[config.mk]
export PLATFORM = sky130hd
export DESIGN_NAME = key_mode_selector
export DESIGN_NICKNAME = d
export VERILOG_FILES = /design/src/rtl/key_mode_selector.sv
export SDC_FILE = /design/constraint.sdc
export NUM_CORES = 1
export LEC_CHECK = 0
export ABC_AREA = 0
export CAP_MARGIN = 10
export CORE_UTILIZATION = 39
export CTS_CLUSTER_DIAMETER = 40
export DETAILED_ROUTE_END_ITERATION = 7
export HOLD_SLACK_MARGIN = 0.02
export PLACE_DENSITY = 0.52
export SLEW_MARGIN = 25
export SYNTH_ARGS = -nofsm -noshare
export SYNTH_HDL_FRONTEND = slang
export SYNTH_SLANG_ARGS = --single-unit
[constraint.sdc]
create_clock -name clk -period 3.5 [get_ports clk]
set_clock_uncertainty 0.05 [all_clocks]
set_input_delay 0.35 -clock clk [delete_from_list [all_inputs] [get_ports clk]]
set_output_delay 0.35 -clock clk [all_outputs]
set_load 0.02 [all_outputs]
[src/rtl/key_mode_selector.sv]
// Push-button to LED mode index: 2-flop sync, debounce, short/long press FSM.
// Define KEY_PREV_EN to add a second key (key_prev_n) that steps the mode backwards.

module key_debounce #(
  parameter int DEBOUNCE_CYCLES = 20
) (
  input  logic clk,
  input  logic rst_n,
  input  logic raw_n,
  output logic held
);
  localparam int CW = $clog2(DEBOUNCE_CYCLES + 1);

  logic          sync_p0;
  logic          sync_p1;
  logic          key_s;
  logic [CW-1:0] cnt;

  always_ff @(posedge clk or negedge rst_n) begin
    if (!rst_n) begin
      sync_p0 <= 1'b1;
      sync_p1 <= 1'b1;
    end else begin
      sync_p0 <= raw_n;
      sync_p1 <= sync_p0;
    end
  end

  assign key_s = ~sync_p1;

  // A new level is accepted only after DEBOUNCE_CYCLES consecutive mismatching samples.
  always_ff @(posedge clk or negedge rst_n) begin
    if (!rst_n) begin
      held <= 1'b0;
      cnt  <= '0;
    end else if (key_s != held) begin
      if (cnt == CW'(DEBOUNCE_CYCLES - 1)) begin
        held <= ~held;
        cnt  <= '0;
      end else begin
        cnt <= cnt + 1'b1;
      end
    end else begin
      cnt <= '0;
    end
  end
endmodule

module key_mode_selector #(
  parameter int DEBOUNCE_CYCLES   = 20,
  parameter int LONG_PRESS_CYCLES = 2400,
  parameter int NUM_MODES         = 5,
  parameter int MODE_W            = 3
) (
  input  logic              clk,
  input  logic              rst_n,
  input  logic              key_n,
`ifdef KEY_PREV_EN
  input  logic              key_prev_n,
`endif
  output logic [MODE_W-1:0] mode,
  output logic              mode_change,
  output logic              key_held
);
  localparam int HW = $clog2(LONG_PRESS_CYCLES);

  typedef enum logic [1:0] {IDLE, PRESSED, LONG} state_t;

  state_t            state, state_nxt;
  logic [HW-1:0]     hold_cnt, hold_nxt;
  logic [MODE_W-1:0] mode_nxt;
  logic              change_nxt;
  logic              owner_held;

  function automatic logic [MODE_W-1:0] step_up(input logic [MODE_W-1:0] m);
    return (m == MODE_W'(NUM_MODES - 1)) ? '0 : m + 1'b1;
  endfunction

  key_debounce #(.DEBOUNCE_CYCLES(DEBOUNCE_CYCLES)) u_next (
    .clk(clk), .rst_n(rst_n), .raw_n(key_n), .held(key_held)
  );

`ifdef KEY_PREV_EN
  logic key_prev_held;
  logic owner_prev, owner_nxt;

  function automatic logic [MODE_W-1:0] step_down(input logic [MODE_W-1:0] m);
    return (m == '0) ? MODE_W'(NUM_MODES - 1) : m - 1'b1;
  endfunction

  key_debounce #(.DEBOUNCE_CYCLES(DEBOUNCE_CYCLES)) u_prev (
    .clk(clk), .rst_n(rst_n), .raw_n(key_prev_n), .held(key_prev_held)
  );

  // The key that opened the press owns it until the FSM is back in IDLE.
  always_ff @(posedge clk or negedge rst_n) begin
    if (!rst_n) owner_prev <= 1'b0;
    else        owner_prev <= owner_nxt;
  end

  assign owner_held = owner_prev ? key_prev_held : key_held;
`else
  assign owner_held = key_held;
`endif

  always_ff @(posedge clk or negedge rst_n) begin
    if (!rst_n) begin
      state       <= IDLE;
      hold_cnt    <= '0;
      mode        <= '0;
      mode_change <= 1'b0;
    end else begin
      state       <= state_nxt;
      hold_cnt    <= hold_nxt;
      mode        <= mode_nxt;
      mode_change <= change_nxt;
    end
  end

  always_comb begin
    state_nxt  = state;
    hold_nxt   = hold_cnt;
    mode_nxt   = mode;
    change_nxt = 1'b0;
`ifdef KEY_PREV_EN
    owner_nxt  = owner_prev;
`endif
    case (state)
      IDLE: begin
        if (key_held) begin
          state_nxt = PRESSED;
          hold_nxt  = '0;
`ifdef KEY_PREV_EN
          owner_nxt = 1'b0;
        end else if (key_prev_held) begin
          state_nxt = PRESSED;
          hold_nxt  = '0;
          owner_nxt = 1'b1;
`endif
        end
      end
      PRESSED: begin
        if (!owner_held) begin
          state_nxt  = IDLE;
          change_nxt = 1'b1;
`ifdef KEY_PREV_EN
          mode_nxt   = owner_prev ? step_down(mode) : step_up(mode);
`else
          mode_nxt   = step_up(mode);
`endif
        end else if (hold_cnt == HW'(LONG_PRESS_CYCLES - 1)) begin
          // Pulse even if already at mode 0 so consumers restart their pattern.
          state_nxt  = LONG;
          mode_nxt   = '0;
          change_nxt = 1'b1;
        end else begin
          hold_nxt = hold_cnt + 1'b1;
        end
      end
      LONG: begin
        if (!owner_held) state_nxt = IDLE;
      end
      default: state_nxt = IDLE;
    endcase
  end
endmodule
After elaboration in Yosys (flattened, before gate mapping)
Index checks and enable logic that the tools add are counted.
- output and inout port bits: 5
- register bits: 26
- bits of input ports: 3
- word-level logic and storage cells: 48
- $add $sub $neg: 3
- multiplexer cells: 17
- reduce and logical (&&, ||, !) cells: 6
- bitwise gates (word level): 2
- equal/unequal tests: 12
- operator list (cell ; number):
    two-way mux 12 bit ; 3
    case mux 12 bit (2 select lines) ; 1
    adder 12 x 1 -> 12 bit (second input constant) ; 1
    equality test 12 bit (second input constant) ; 1
    two-way mux 5 bit ; 2
    two-way mux 3 bit ; 3
    two-way mux 2 bit ; 4
    != test 2 bit (second input constant) ; 3
    case mux 2 bit (3 select lines) ; 1
    adder 5 x 1 -> 5 bit (second input constant) ; 1
    equality test 5 bit (second input constant) ; 1
    != test 2 x 1 -> 1 bit (second input constant) ; 2
    AND reduction 2 bit ; 2
    AND reduction 4 bit ; 1
    adder 3 x 1 -> 3 bit (second input constant) ; 1
    equality test 3 bit (second input constant) ; 1
    two-way mux 1 bit ; 3
    != test 3 bit (second input constant) ; 1
    AND reduction 3 bit ; 1
    equality test 2 x 1 -> 1 bit (second input constant) ; 1
    equality test 2 bit (second input constant) ; 1
    logical NOT 2 bit ; 1
    NOT 1 bit ; 2
    nonzero test 2 bit ; 1
    != test 1 bit ; 1

Logic depth before layout (Yosys ltp)
- word-level depth: 4
- mapped depth: 6
- depth with buffers taken out: 6

Modules after synthesis
From an unflattened synthesis, not the netlist that was laid out.
- cell total of the unflattened synthesis: 129
- area total of the unflattened synthesis: 1361.3 sq um
- modules (own cells, without submodules) (module ; times used ; cells an instance ; area each (sq um) ; seq. area each (sq um)):
    key_mode_selector ; 1 ; 105 ; 1037.2 ; 450.4
    key_debounce ; 1 ; 24 ; 324.1 ; 202.7

Worst setup path before layout
No wires, ideal clock.
- path type: register to register
- from: reg hold_cnt[7]
- to: reg mode[0]
- period minus slack after synthesis: 1.994 ns
- setup slack: 1.506 ns
- setup time: 0.125 ns
- buffers on the path: 0
- arrival: 1.819 ns
- stages on the path, launching flop included: 5
- path through: dfrtp_1 > or4b_4 > or3_1 > a21o_1 > mux2_2
- cells in the longest elaborated chain, start to end: 3
- ends and longest elaborated chain (item ; line ; text):
    start, declared ; 70 ; logic [HW-1:0] hold_cnt, hold_nxt;
    start signal, assigned ; 114 ; hold_cnt <= hold_nxt;
    equality test 12 bit ; 151 ; end else if (hold_cnt == HW'(LONG_PRESS_CYCLES - 1)) begin
    != test 2 bit (no line) ; n/a ;
    AND reduction 2 bit (no line) ; n/a ;
    end signal, assigned ; 115 ; mode <= mode_nxt;
    end, declared ; 61 ; output logic [MODE_W-1:0] mode,
Every way passes these cells.
A chain may end at the register's enable or synchronous reset.

Worst setup path in the final report
- from: reg hold_cnt[7]
- to: reg hold_cnt[5]
- cells in the longest elaborated chain, start to end: 3
- ends and longest elaborated chain (item ; line):
    equality test 12 bit ; 151
    != test 2 bit (no line) ; n/a
    AND reduction 4 bit (no line) ; n/a
Every way passes these cells.

==> impl_metrics.json <==
{
  "drtIter0Drc": 71,
  "syn_area_per_cell_um2": 10.27,
  "routedWlPerCell_um": 14.21,
  "rr_endpoint": "hold_cnt[5]",
  "critPathArrivalTime_ns": 2.29,
  "p_int_mw": 0.3560,
  "cts_buffers": 3,
  "whs_ns": 0.3200,
  "syn_nets": 135,
  "p_leak_nw": 0.6535,
  "antenna_found_initial": 0,
  "holdPathStages": 0,
  "start_kind": "flop",
  "r2r_setup_slack_ns": 1.39,
  "pwr-share-seq_pct": 67.0,
  "async_flop_share_pct": 100.0,
  "cts_setup_buffers": 0,
  "max-cap-violations": 0,
  "synth.distinct_cells": 43,
  "path_class": "reg -> reg",
  "power.density_nw_per_um2": 315.6,
  "clkPwrFrac_pct": 29.6,
  "io_pins": 8,
  "status": "finished clean",
  "dieArea_um2": 3608,
  "crit_required_ns": 3.68,
  "worst_setup_path_end_kind": "flop",
  "cp_max_fo": 12,
  "place_congestion": 0.7494,
  "vdd_drop_max_mv": 0.1097,
  "fin_util_pct": 46.60,
  "htree_num_levels": 1,
  "track_usage_pct": 17.09,
  "swShare_pct": 22.60,
  "setup_viol": 0,
  "multiInputGateArea_um2": 619.3,
  "via_per_inst": 5.344,
  "rsz0062_at_grt": "false",
  "path_delay_family": "simple AND/OR/NAND/NOR gates",
  "first_pass_iters": 4,
  "dp.cells": 176,
  "port_buffers": 7,
  "timing.setup.tns_ns": 0,
  "vias": 962,
  "grt_pass1_wl_mm": 4.533,
  "fin_cells": 180,
  "reg2regPathDepth": 4,
  "syn_to_final_growth_pct": 10.85,
  "cts.clk_slew.worst_paths_ns": 0.15,
  "cts_resized": 0,
  "n_fill_cell": 306,
  "num_antenna_cells": 0,
  "synth_edf_count": 0,
  "initial_core_util_pct": 42.04,
  "grt_overflow": 0,
  "cts_sinks": 26,
  "ys_seq_area_share_pct": 49.67,
  "layout_worst_path_cycle_share_pct": 60.39,
  "nets": 144,
  "dp_hpwl_mm": 1.829,
  "min_to": "u_next.sync_p1",
  "tritoncts": "yes",
  "worst_slew_pin_slew_ns": 0.4620,
  "worst-path-stages": 4,
  "crit_slowest_cell": "or4b_4",
  "crit_chain": "or4b_4 > o31a_2 > and3_1 > a211o_1",
  "layout-drive-gt1-share_pct": 10.29,
  "comb_power_share_pct": 3.5,
  "placementRows": 20,
  "switchingPower_mw": 0.1040,
  "drtAntennaViolNets": 0,
  "rr_startpoint": "hold_cnt[7]",
  "clockBufferDepth": 2,
  "clkLatencyLatePin_ns": 0.32,
  "synthTopCellsByArea": "dfrtp_1 (46%), dfstp_2 (4.0%), ha_1 (3.8%), nand3_1 (3.0%), a31oi_1 (2.9%)",
  "fp.dieW_um": 60.07,
  "synth_warnings": 0,
  "ctsHoldBuffers": 0,
  "seqCellArea_um2": 653.1,
  "hold_violations": 0,
  "hp-start": "u_next.sync_p0",
  "drv_slew": 0,
  "fmax_ghz": 0.4732,
  "dieHeight_um": 60.07,
  "syn-cell-area_um2": 1315,
  "cp_slowest_stage_delay_ns": 0.60,
  "min_path_type": "reg -> reg",
  "path_buf_inv": 0,
  "setup_ws_ns": 1.387,
  "wl_mm": 2.558,
  "synth-main-ff-cell": "dfrtp_1",
  "grt_max_degree": 27,
  "synth_top_area_share_pct": 45.67,
  "core-area_um2": 3128,
  "synth_top_area_cell": "dfrtp_1",
  "dpl_worst_slack_ns": 1.418,
  "route.detailed.drc": 0,
  "grt_pass1_vias": 902,
  "period_minus_slack_ns": 2.113,
  "max_slew_margin_pct": 69.02,
  "synth_cells": 128,
  "ys_ff_latch": 26,
  "root_buffer": "clkbuf_4"
}
[placed cells by master (no fill, tap or decap), drive strengths merged, types with 2 or more instances in the layout]
cell type	instances
inv	7
a211o	2
o21ai	6
dfstp	2
clkbuf	4
nand3	8
dfrtp	24
clkdlybuf4s50	7
nor3b	3
nor3	2
a22o	2
nor2	8
and3	5
a31oi	6
nand2	10
o31ai	6
nand4	2
a41oi	3
nor2b	2
ha	4
or3	2
a21oi	2
[sequential cells by signal, summed over array words and instances, names as in the netlist]
name,flops
hold_cnt,12
u_next.cnt,5
mode,3
state,2
mode_change,1
u_next.held,1
u_next.sync_p0,1
u_next.sync_p1,1
[synth_stat cells (3+ instances only)]
cell type,number
o31ai_1,5
clkbuf_1,3
nand3_1,8
o21ai_0,6
inv_1,7
nor2_1,8
a41oi_1,3
dfrtp_1,24
nor3b_1,3
ha_1,4
a31oi_1,6
nand2_1,10
and3_1,4
[area by class of cell]
type | instances | area share, %
clock buffer | 4 | 1.803
multi-input combinational | 91 | 42.49
timing repair buffer | 8 | 5.322
inverter | 7 | 1.803
tap | 44 | 3.777
sequential | 26 | 44.81
[metrics by stage]
stage	power, mW	instance area [µm²]
global route	0.4817	1458
CTS	0.4667	1458
detailed placement	0.3300	1431
floorplan	0.3192	1315
global placement	0.3296	1431
finish	0.4600	1458
[worst register-to-register path, cell delays in order (launching register included)]
cell and delay, ns:
dfrtp_1 0.47, or4b_4 0.60, o31a_2 0.46, and3_1 0.21
a211o_1 0.23
[cell families (layout without fill, tap and decap cells)]
group	Yosys count	in the layout	share of synthesized area (%)
xor gates and xnor gates	2	2	1.332
and+or+nand+nor	51	51	22.74
muxes	2	2	1.617
adders and majority gates	4	4	3.806
buffers and inverters	11	19	3.235
AOI/OAI and AO/OA	32	32	17.60
DFF	26	26	49.67
[layer usage]
metal	share of wire, %	wire length [µm]	global-route usage (%)
met5	0	0	0
met4	0.82	21	6.977
met3	1.4	36	1.948
met2	44	1129	23.81
met1	54	1371	26.55
[how the worst max path moves through the flow]
stage / slack (ns) / from / endpoint
floorplan: 1.51 / hold_cnt[7] / mode[0]
global placement: 1.44 / hold_cnt[7] / mode[0]
detailed placement: 1.42 / hold_cnt[7] / hold_cnt[5]
CTS: 1.39 / hold_cnt[7] / mode[0]
global route: 1.27 / hold_cnt[0] / mode[0]
finish: 1.39 / hold_cnt[7] / hold_cnt[5]
[power groups by stage]
stage,clock [mW],combinational (mW),sequential [mW]
after global placement,0,0.0162,0.313
after detailed placement,0,0.0163,0.314
after global routing,0.154,0.0190,0.309
final,0.136,0.0160,0.308
after CTS,0.142,0.0165,0.308
after floorplan,0,0.00618,0.313
Power figures use the tool's default switching activity.
